`src/rtl/seq_restoring_divider.sv`:
```
// Multi-cycle unsigned restoring divider: one quotient bit per clock,
// start/done handshake, divide-by-zero reported through dz.
module seq_restoring_divider #(
  parameter int W = 4
) (
  input  logic         clk,
  input  logic         rst_n,
  input  logic         start,
  input  logic [W-1:0] dividend,
  input  logic [W-1:0] divisor,
  output logic         busy,
  output logic         done,
  output logic [W-1:0] quotient,
  output logic [W-1:0] remainder,
  output logic         dz
);

  localparam int CW = $clog2(W + 1);

  typedef enum logic [1:0] {
    S_IDLE = 2'd0,
    S_RUN  = 2'd1,
    S_DONE = 2'd2
  } state_t;

  state_t         state_q, state_d;
  logic [CW-1:0]  cnt_q, cnt_d;
  logic [W-1:0]   r_q, r_d;
  logic [W-1:0]   q_q, q_d;
  logic [W-1:0]   d_q, d_d;
  logic [W-1:0]   quo_q, quo_d;
  logic [W-1:0]   rem_q, rem_d;
  logic           dz_q, dz_d;

  logic           accept;
  logic           div_zero;
  logic           last_step;
  logic [W:0]     shifted;
  logic [W:0]     trial;

  // start is honoured in IDLE and DONE only; while iterating it is ignored
  assign accept    = start && (state_q != S_RUN);
  assign div_zero  = (divisor == '0);
  assign last_step = (state_q == S_RUN) && (cnt_q == CW'(1));

  // shifted keeps the bit pushed out of R, so the trial is exact at W+1 bits
  assign shifted = {r_q, q_q[W-1]};
  assign trial   = shifted - {1'b0, d_q};

  // State register
  always_ff @(posedge clk or negedge rst_n) begin
    if (!rst_n) begin
      state_q <= S_IDLE;
    end else begin
      state_q <= state_d;
    end
  end

  // Next-state logic
  always_comb begin
    state_d = state_q;
    case (state_q)
      S_IDLE: begin
        if (start) state_d = div_zero ? S_DONE : S_RUN;
      end
      S_RUN: begin
        if (last_step) state_d = S_DONE;
      end
      S_DONE: begin
        if (start) state_d = div_zero ? S_DONE : S_RUN;
        else       state_d = S_IDLE;
      end
      default: state_d = S_IDLE;
    endcase
  end

  // Output logic
  always_comb begin
    busy = 1'b0;
    done = 1'b0;
    case (state_q)
      S_RUN:   busy = 1'b1;
      S_DONE:  done = 1'b1;
      default: ;
    endcase
  end

  // Datapath next-state
  always_comb begin
    cnt_d = cnt_q;
    r_d   = r_q;
    q_d   = q_q;
    d_d   = d_q;
    quo_d = quo_q;
    rem_d = rem_q;
    dz_d  = dz_q;
    if (accept) begin
      q_d   = dividend;
      d_d   = divisor;
      r_d   = '0;
      dz_d  = 1'b0;
      cnt_d = CW'(W);
      if (div_zero) begin
        quo_d = '1;
        rem_d = dividend;
        dz_d  = 1'b1;
        cnt_d = '0;
      end
    end else if (state_q == S_RUN) begin
      // negative trial means restore: keep the shifted remainder, quotient bit 0
      r_d   = trial[W] ? shifted[W-1:0] : trial[W-1:0];
      q_d   = {q_q[W-2:0], ~trial[W]};
      cnt_d = cnt_q - CW'(1);
      if (last_step) begin
        quo_d = q_d;
        rem_d = r_d;
      end
    end
  end

  always_ff @(posedge clk or negedge rst_n) begin
    if (!rst_n) begin
      cnt_q <= '0;
      r_q   <= '0;
      q_q   <= '0;
      d_q   <= '0;
      quo_q <= '0;
      rem_q <= '0;
      dz_q  <= 1'b0;
    end else begin
      cnt_q <= cnt_d;
      r_q   <= r_d;
      q_q   <= q_d;
      d_q   <= d_d;
      quo_q <= quo_d;
      rem_q <= rem_d;
      dz_q  <= dz_d;
    end
  end

  assign quotient  = quo_q;
  assign remainder = rem_q;
  assign dz        = dz_q;

endmodule
```
`config.mk`:
```
export PLATFORM = sky130hd
export DESIGN_NAME = seq_restoring_divider
export DESIGN_NICKNAME = d
export VERILOG_FILES = /design/src/rtl/seq_restoring_divider.sv
export SDC_FILE = /design/constraint.sdc
export NUM_CORES = 1
export LEC_CHECK = 0
export ABC_AREA = 1
export BUFFER_PORTS_ARGS = -buffer_cell sky130_fd_sc_hd__buf_4
export CAP_MARGIN = 20
export CORE_MARGIN = 2
export CORE_UTILIZATION = 60
export DETAILED_ROUTE_END_ITERATION = 12
export PLACE_DENSITY = 0.84
export REMOVE_ABC_BUFFERS = 1
export SLEW_MARGIN = 15
export SYNTH_ARGS = -nofsm -noshare
export SYNTH_HDL_FRONTEND = slang
export SYNTH_SLANG_ARGS = --single-unit
```
`constraint.sdc`:
```
create_clock -name clk -period 3.53 [get_ports clk]
set_input_delay 0.1765 -clock clk [delete_from_list [all_inputs] [get_ports clk]]
set_output_delay 0.1765 -clock clk [all_outputs]
set_load 0.01 [all_outputs]
```
==> results_dict.tcl, run 1 <==
set metrics [dict create \
    status "completed" \
    syn_area_um2 1460 \
    met2_usage_pct 41.4 \
    cts_resized 0 \
    relSlewSlack_pct 78.2 \
    end_kind "register" \
    dpl.hpwl_mm 2.20 \
    reg2regPathDepth 12 \
    area_growth_pct 16.2 \
    min_from "divisor[0]" \
    setup_tns_ns 0 \
    p_per_area_nw_per_um2 1040 \
    die_w_um 53.3 \
    postCtsSetupRepairBufs 0 \
    multi_input_area_um2 661 \
    worstReg2RegStart "q_q[3]" \
    route.detailed.drc 0 \
    rsz0062_at_grt "no" \
    grt_max_degree 27 \
    setup_viol 0 \
    clk_path_buf_depth 2 \
    max_slew.worst_pin.slew_ns 0.328 \
    synth.area.top_cells "dfrtp_1 (45%), nand2_1 (9.3%), inv_1 (7.2%), nand3_1 (6.9%), ha_1 (5.2%)" \
    clock_skew_ns 0.0109 \
    min_path_type "input port to register" \
    worst_slack_ns 1.55 \
    worst-path-max-fanout 5 \
    start_kind "register" \
    nNetsFinal 220 \
    die_height_um 53.3 \
    grt.overflow.total 0 \
    grt_pass1_vias 1153 \
    hold_viol 0 \
    clk_latency_ns 0.33 \
    min_period_over_period_pct 56.1 \
    rr_endpoint "r_q[2]" \
    core_um2 2250 \
    dieArea_um2 2840 \
    mostFrequentLayoutCell "nand2_1" \
    gp_congestion 0.923 \
    grt_pass1_wl_mm 5.09 \
    clock_sinks 26 \
    register_area_um2 651 \
    crit_start "q_q[3]" \
    whs_ns 0.0627 \
    crit_arrival_ns 2.25 \
    synthCells 177 \
    cts_buffers 3 \
    place_inst 224 \
    ant_nets 0 \
    clk_pin_slew_ns 0.15 \
    io_pins 22 \
    finish.utilization_pct 75.1 \
    timing.final.crit_period_ns 1.98 \
    avgSynthCellArea_um2 8.24 \
    drive_above_1_share_pct 19.9 \
    synth-seq-cells 26 \
    drt_iter0_markers 30 \
    fin_cells 229 \
    yosysTopAreaCell "dfrtp_1" \
    drv_slew 0 \
    grtUsageMet1_pct 32.0 \
    root_buffer "clkbuf_4" \
    cap_violations 0 \
    vdd_drop_max_uv 795 \
    clock.fmax_mhz 505 \
    ys_warn_count 0 \
    initial_core_util_pct 64.7 \
    fillerInstances 178 \
    synth.top_cell.area_share_pct 44.6 \
    cts_tree "yes" \
    io_buffers 21 \
    grt.busiest_layer "met2" \
    synth_cell_type_count 29 \
    layout_common_cells "nand2_1 (36), inv_1 (28), dfrtp_1 (26)" \
    globalRouteMet3Util_pct 3.67 \
    r2r_slack_ns 1.55 \
    vias 1197 \
    grt_antenna_before_repair 0 \
    rows 17 \
    vias_per_cell 5.23 \
    wire_per_inst_um 13.1 \
    critPathKind "register to register" \
    critPathRequiredTime_ns 3.80 \
    dp_slack_ns 1.68 \
    num_antenna_cells 0 \
    min_delay_path_depth 3 \
    h-tree-depth 1 \
    whs_endpoint "d_q[0]" \
    power.static_leakage_uw 0.000929 \
    ys_seq_area_share_pct 44.6 \
    drt-total-wl_mm 3.00 \
    first_pass_iters 4 \
    grt.total_usage_pct 24.6 \
]
==> critical path, cell delays in order (launching register included) <==
cell,delay (ns)
dfrtp_1,0.42
inv_1,0.07
ha_1,0.22
fa_1,0.40
inv_1,0.09
nand2_1,0.05
nand2_1,0.07
nand3_1,0.07
nand2_1,0.15
nand3_1,0.13
nand2_1,0.12
nand2_1,0.06
nand2_1,0.06
==> Yosys cell counts <==
cell type	n
nor2_4	1
nand2_2	2
a31o_2	1
o21ai_0	5
nand2_4	4
ha_1	6
nor2_1	20
or2_1	2
a21oi_1	5
buf_6	1
a221o_2	1
o221ai_1	1
a22oi_1	1
o22ai_1	1
dfrtp_1	26
a221o_1	2
nand3_1	20
clkinv_2	1
nand2_1	36
o21a_1	1
buf_4	1
or2_0	2
inv_2	3
xnor2_1	2
a31oi_1	1
inv_4	1
nand3_4	1
fa_1	1
inv_1	28
==> how the worst max path moves through the flow <==
| stage | to | slack [ns] | cells past startpoint |
|---|---|---|---|
| finish | r_q[2] | 1.55 | 12 |
| global route | r_q[2] | 1.44 | 12 |
| CTS | r_q[2] | 1.56 | 12 |
| detailed placement | r_q[2] | 1.68 | 11 |
| global placement | remainder[3] | 1.73 | 12 |
| floorplan | remainder[3] | 1.86 | 11 |
==> registers in the layout, summed over array words and instances, names as in the netlist <==
signal / count
d_q: 4
remainder: 4
cnt_q: 3
r_q: 4
quotient: 4
state_q: 2
q_q: 4
dz: 1
==> repair_timing <==
action,CTS,global route
hold buffers,1,0
setup endpoints to repair,0,0
endpoints found under the hold margin,26,0
==> per-layer routing <==
metal  wire length (µm)  share of wire (%)  up-vias
li1                   -                  -      609
met1               1380                 46      547
met2               1420                 47       35
met3                147                4.9        6
met4                 53                1.8        0
met5                  0                  0        -
==> through the flow <==
step	total power [µW]	area, µm²
6_report	1750	1690
4_1_cts	1750	1690
2_1_floorplan	1250	1440
3_3_place_gp	1480	1630
3_5_place_dp	1530	1630
5_1_grt	1910	1690
==> cell families after synthesis <==
group           count (synthesis)  synth area share, %
simple gates                   88                 28.9
fa+ha+maj                       7                 6.52
flops                          26                 44.6
buf+inv                        35                 10.0
compound gates                 19                 8.67
xor+xnor                        2                 1.20
==> cell type report <==
class	instances	share of cell area [%]
repair buffers	22	9.90
inverters	33	7.53
flip-flops and latches	26	38.4
multi-input cells	116	39.0
clock buffers	3	1.33
clock inverters	1	1.77
well taps	28	2.07
==> report_power, final <==
group	internal (µW)	switching, µW
combinational	401	606
clock	115	93.6
sequential	439	99.8
total	955	799
No activity file was read; power rests on OpenSTA's default activity.
==> inputs of run 2 (changes only) <==
--- a/config.mk
+++ b/config.mk
@@ -9,9 +9,9 @@
 export BUFFER_PORTS_ARGS = -buffer_cell sky130_fd_sc_hd__buf_4
 export CAP_MARGIN = 20
 export CORE_MARGIN = 2
-export CORE_UTILIZATION = 60
+export CORE_UTILIZATION = 55
 export DETAILED_ROUTE_END_ITERATION = 12
-export PLACE_DENSITY = 0.84
+export PLACE_DENSITY = 0.78
 export REMOVE_ABC_BUFFERS = 1
 export SLEW_MARGIN = 15
 export SYNTH_ARGS = -nofsm -noshare
==> constraint.sdc (replaced) <==
create_clock -name clk -period 1.86 [get_ports clk]
set_input_delay 0.093 -clock clk [delete_from_list [all_inputs] [get_ports clk]]
set_output_delay 0.093 -clock clk [all_outputs]
set_load 0.01 [all_outputs]
==> run 2 against run 1 <==
  * Register-to-register slack got worse by 1.4 ns
  * Critical path depth did not move
  * Sequential share of layout area is 1.5 points lower
  * Clock skew shrank 0.0016 ns
  * Via count increased by 1.3%
  * Largest cell class unchanged
  * Critical path type unchanged
  * Count of clock-buffer cells in the layout did not move
==> results_dict.tcl, run 2 (synthesis results as in run 1) <==
set metrics [dict create \
    layout_common_cells "nand2_1 (34), inv_1 (28), dfrtp_1 (26)" \
    dp_slack_ns 0.0526 \
    grt_max_degree 27 \
    power.static_leakage_uw 0.000946 \
    clk_latency_ns 0.33 \
    grt_pass1_wl_mm 5.02 \
    status "completed" \
    dpl.hpwl_mm 2.12 \
    vias 1213 \
    rsz0062_at_grt "no" \
    start_kind "register" \
    cts_buffers 3 \
    min_path_type "input port to register" \
    area_growth_pct 21.0 \
    nNetsFinal 223 \
    clock_sinks 26 \
    cp.buffers_inverters 2 \
    io_buffers 21 \
    min_period_over_period_pct 91.8 \
    cts_tree "yes" \
    h-tree-depth 1 \
    vdd_drop_max_uv 1190 \
    gp_congestion 0.868 \
    worst_slack_ns 0.153 \
    slowest_stage "dfrtp_1" \
    first_pass_iters 4 \
    max_slew.worst_pin.slew_ns 0.329 \
    initial_core_util_pct 58.3 \
    num_antenna_cells 0 \
    crit_chain "inv_1 > ha_2 > fa_2 > inv_1 > nand2_1 > nand2_1 > nand3_1 > nand2_2 > nand3_2 > nand2_1 > nand2_1 > nand2_1" \
    clock_skew_ns 0.00923 \
    cap_violations 0 \
    cpMostUsedCell "nand2_1" \
    drive_above_1_share_pct 25.0 \
    root_buffer "clkbuf_4" \
    core_um2 2500 \
    crit_arrival_ns 1.98 \
    die_height_um 55.5 \
    critPathMaxStageDelay_ns 0.38 \
    rows 18 \
    io_pins 22 \
    fin_area_um2 1760 \
    wire_per_inst_um 12.3 \
    grt.total_usage_pct 20.6 \
    fillerInstances 195 \
    clock.fmax_mhz 586 \
    drv_slew 0 \
    grt_antenna_before_repair 0 \
    die_w_um 55.5 \
    ant_nets 0 \
    drt_iter0_markers 35 \
    p_per_area_nw_per_um2 1920 \
    dieArea_um2 3080 \
    critPathKind "register to register" \
    route.detailed.drc 0 \
    post_dp_cell_area_um2 1630 \
    finish.utilization_pct 70.6 \
    relSlewSlack_pct 78.1 \
    clk_path_buf_depth 2 \
    grt.overflow.total 0 \
    path_delay_family "simple AND/OR/NAND/NOR gates" \
    setup_tns_ns 0 \
    setup_viol 0 \
    critPathRequiredTime_ns 2.14 \
    hold_viol 0 \
    mostFrequentLayoutCell "nand2_1" \
    drt-total-wl_mm 2.88 \
    clk_pin_slew_ns 0.15 \
    grt_pass1_vias 1199 \
    worst-path-max-fanout 5 \
    end_kind "register" \
    vias_per_cell 5.18 \
    timing.final.crit_period_ns 1.71 \
]
-- run 2: area by class of cell --
cell class / count / area (µm²) / share of cell area (%)
multi-input cells: 116 / 701 / 39.7
flip-flops and latches: 26 / 651 / 36.9
repair buffers: 25 / 195 / 11.1
inverters: 33 / 128 / 7.23
well taps: 30 / 37.5 / 2.13
clock inverters: 1 / 30.0 / 1.70
clock buffers: 3 / 22.5 / 1.28
-- run 2: tightest hold or removal path, stage by stage --
cell and delay (ns):
buf_4 0.11, inv_1 0.05, o21ai_0 0.08
-- run 2: final timing paths --
kind / startpoint / endpoint / slack (ns) / cells past startpoint
worst max-delay path: q_q[3] / r_q[3] / 0.15 / 12
worst min-delay path: divisor[2] / d_q[2] / 0.04 / 3
worst max register to register: q_q[3] / r_q[3] / 0.15 / 12
worst min register to register: d_q[2] / d_q[2] / 0.51 / 2
max in group asynchronous: rst_n / d_q[3] / 1.42 / 2
min in group asynchronous: rst_n / remainder[1] / 0.19 / 2
-- run 2: timing repair --
action,CTS,global route
hold buffers,3,0
setup buffers,1,0
gates resized for setup,0,10
pin swaps,0,3
setup endpoints to repair,1,9
hold endpoints to repair,28,0
-- run 2: power breakdown --
part	switching [µW]	total, µW	internal [µW]
logic	1180	1990	809
clock network	175	393	218
registers	175	1010	834
-- run 2: through the flow --
stage	power, µW	std cells	hold slack, ns
after global placement	2810	226	0.0190
after global routing	3710	234	0.0443
after floorplan	2370	175	-0.203
final	3390	234	0.0373
after CTS	3300	234	0.0295
after detailed placement	2870	226	0.0245
-- run 2: routing by layer --
layer / share of wire, % / global-route usage [%] / wire length [µm] / up-vias
met4: 1.3 / 10.1 / 38 / 0
met2: 50 / 36.1 / 1450 / 33
met5: 0 / 0 / 0 / -
li1: - / - / - / 615
met1: 45 / 24.7 / 1300 / 561
met3: 3.4 / 2.81 / 97 / 4
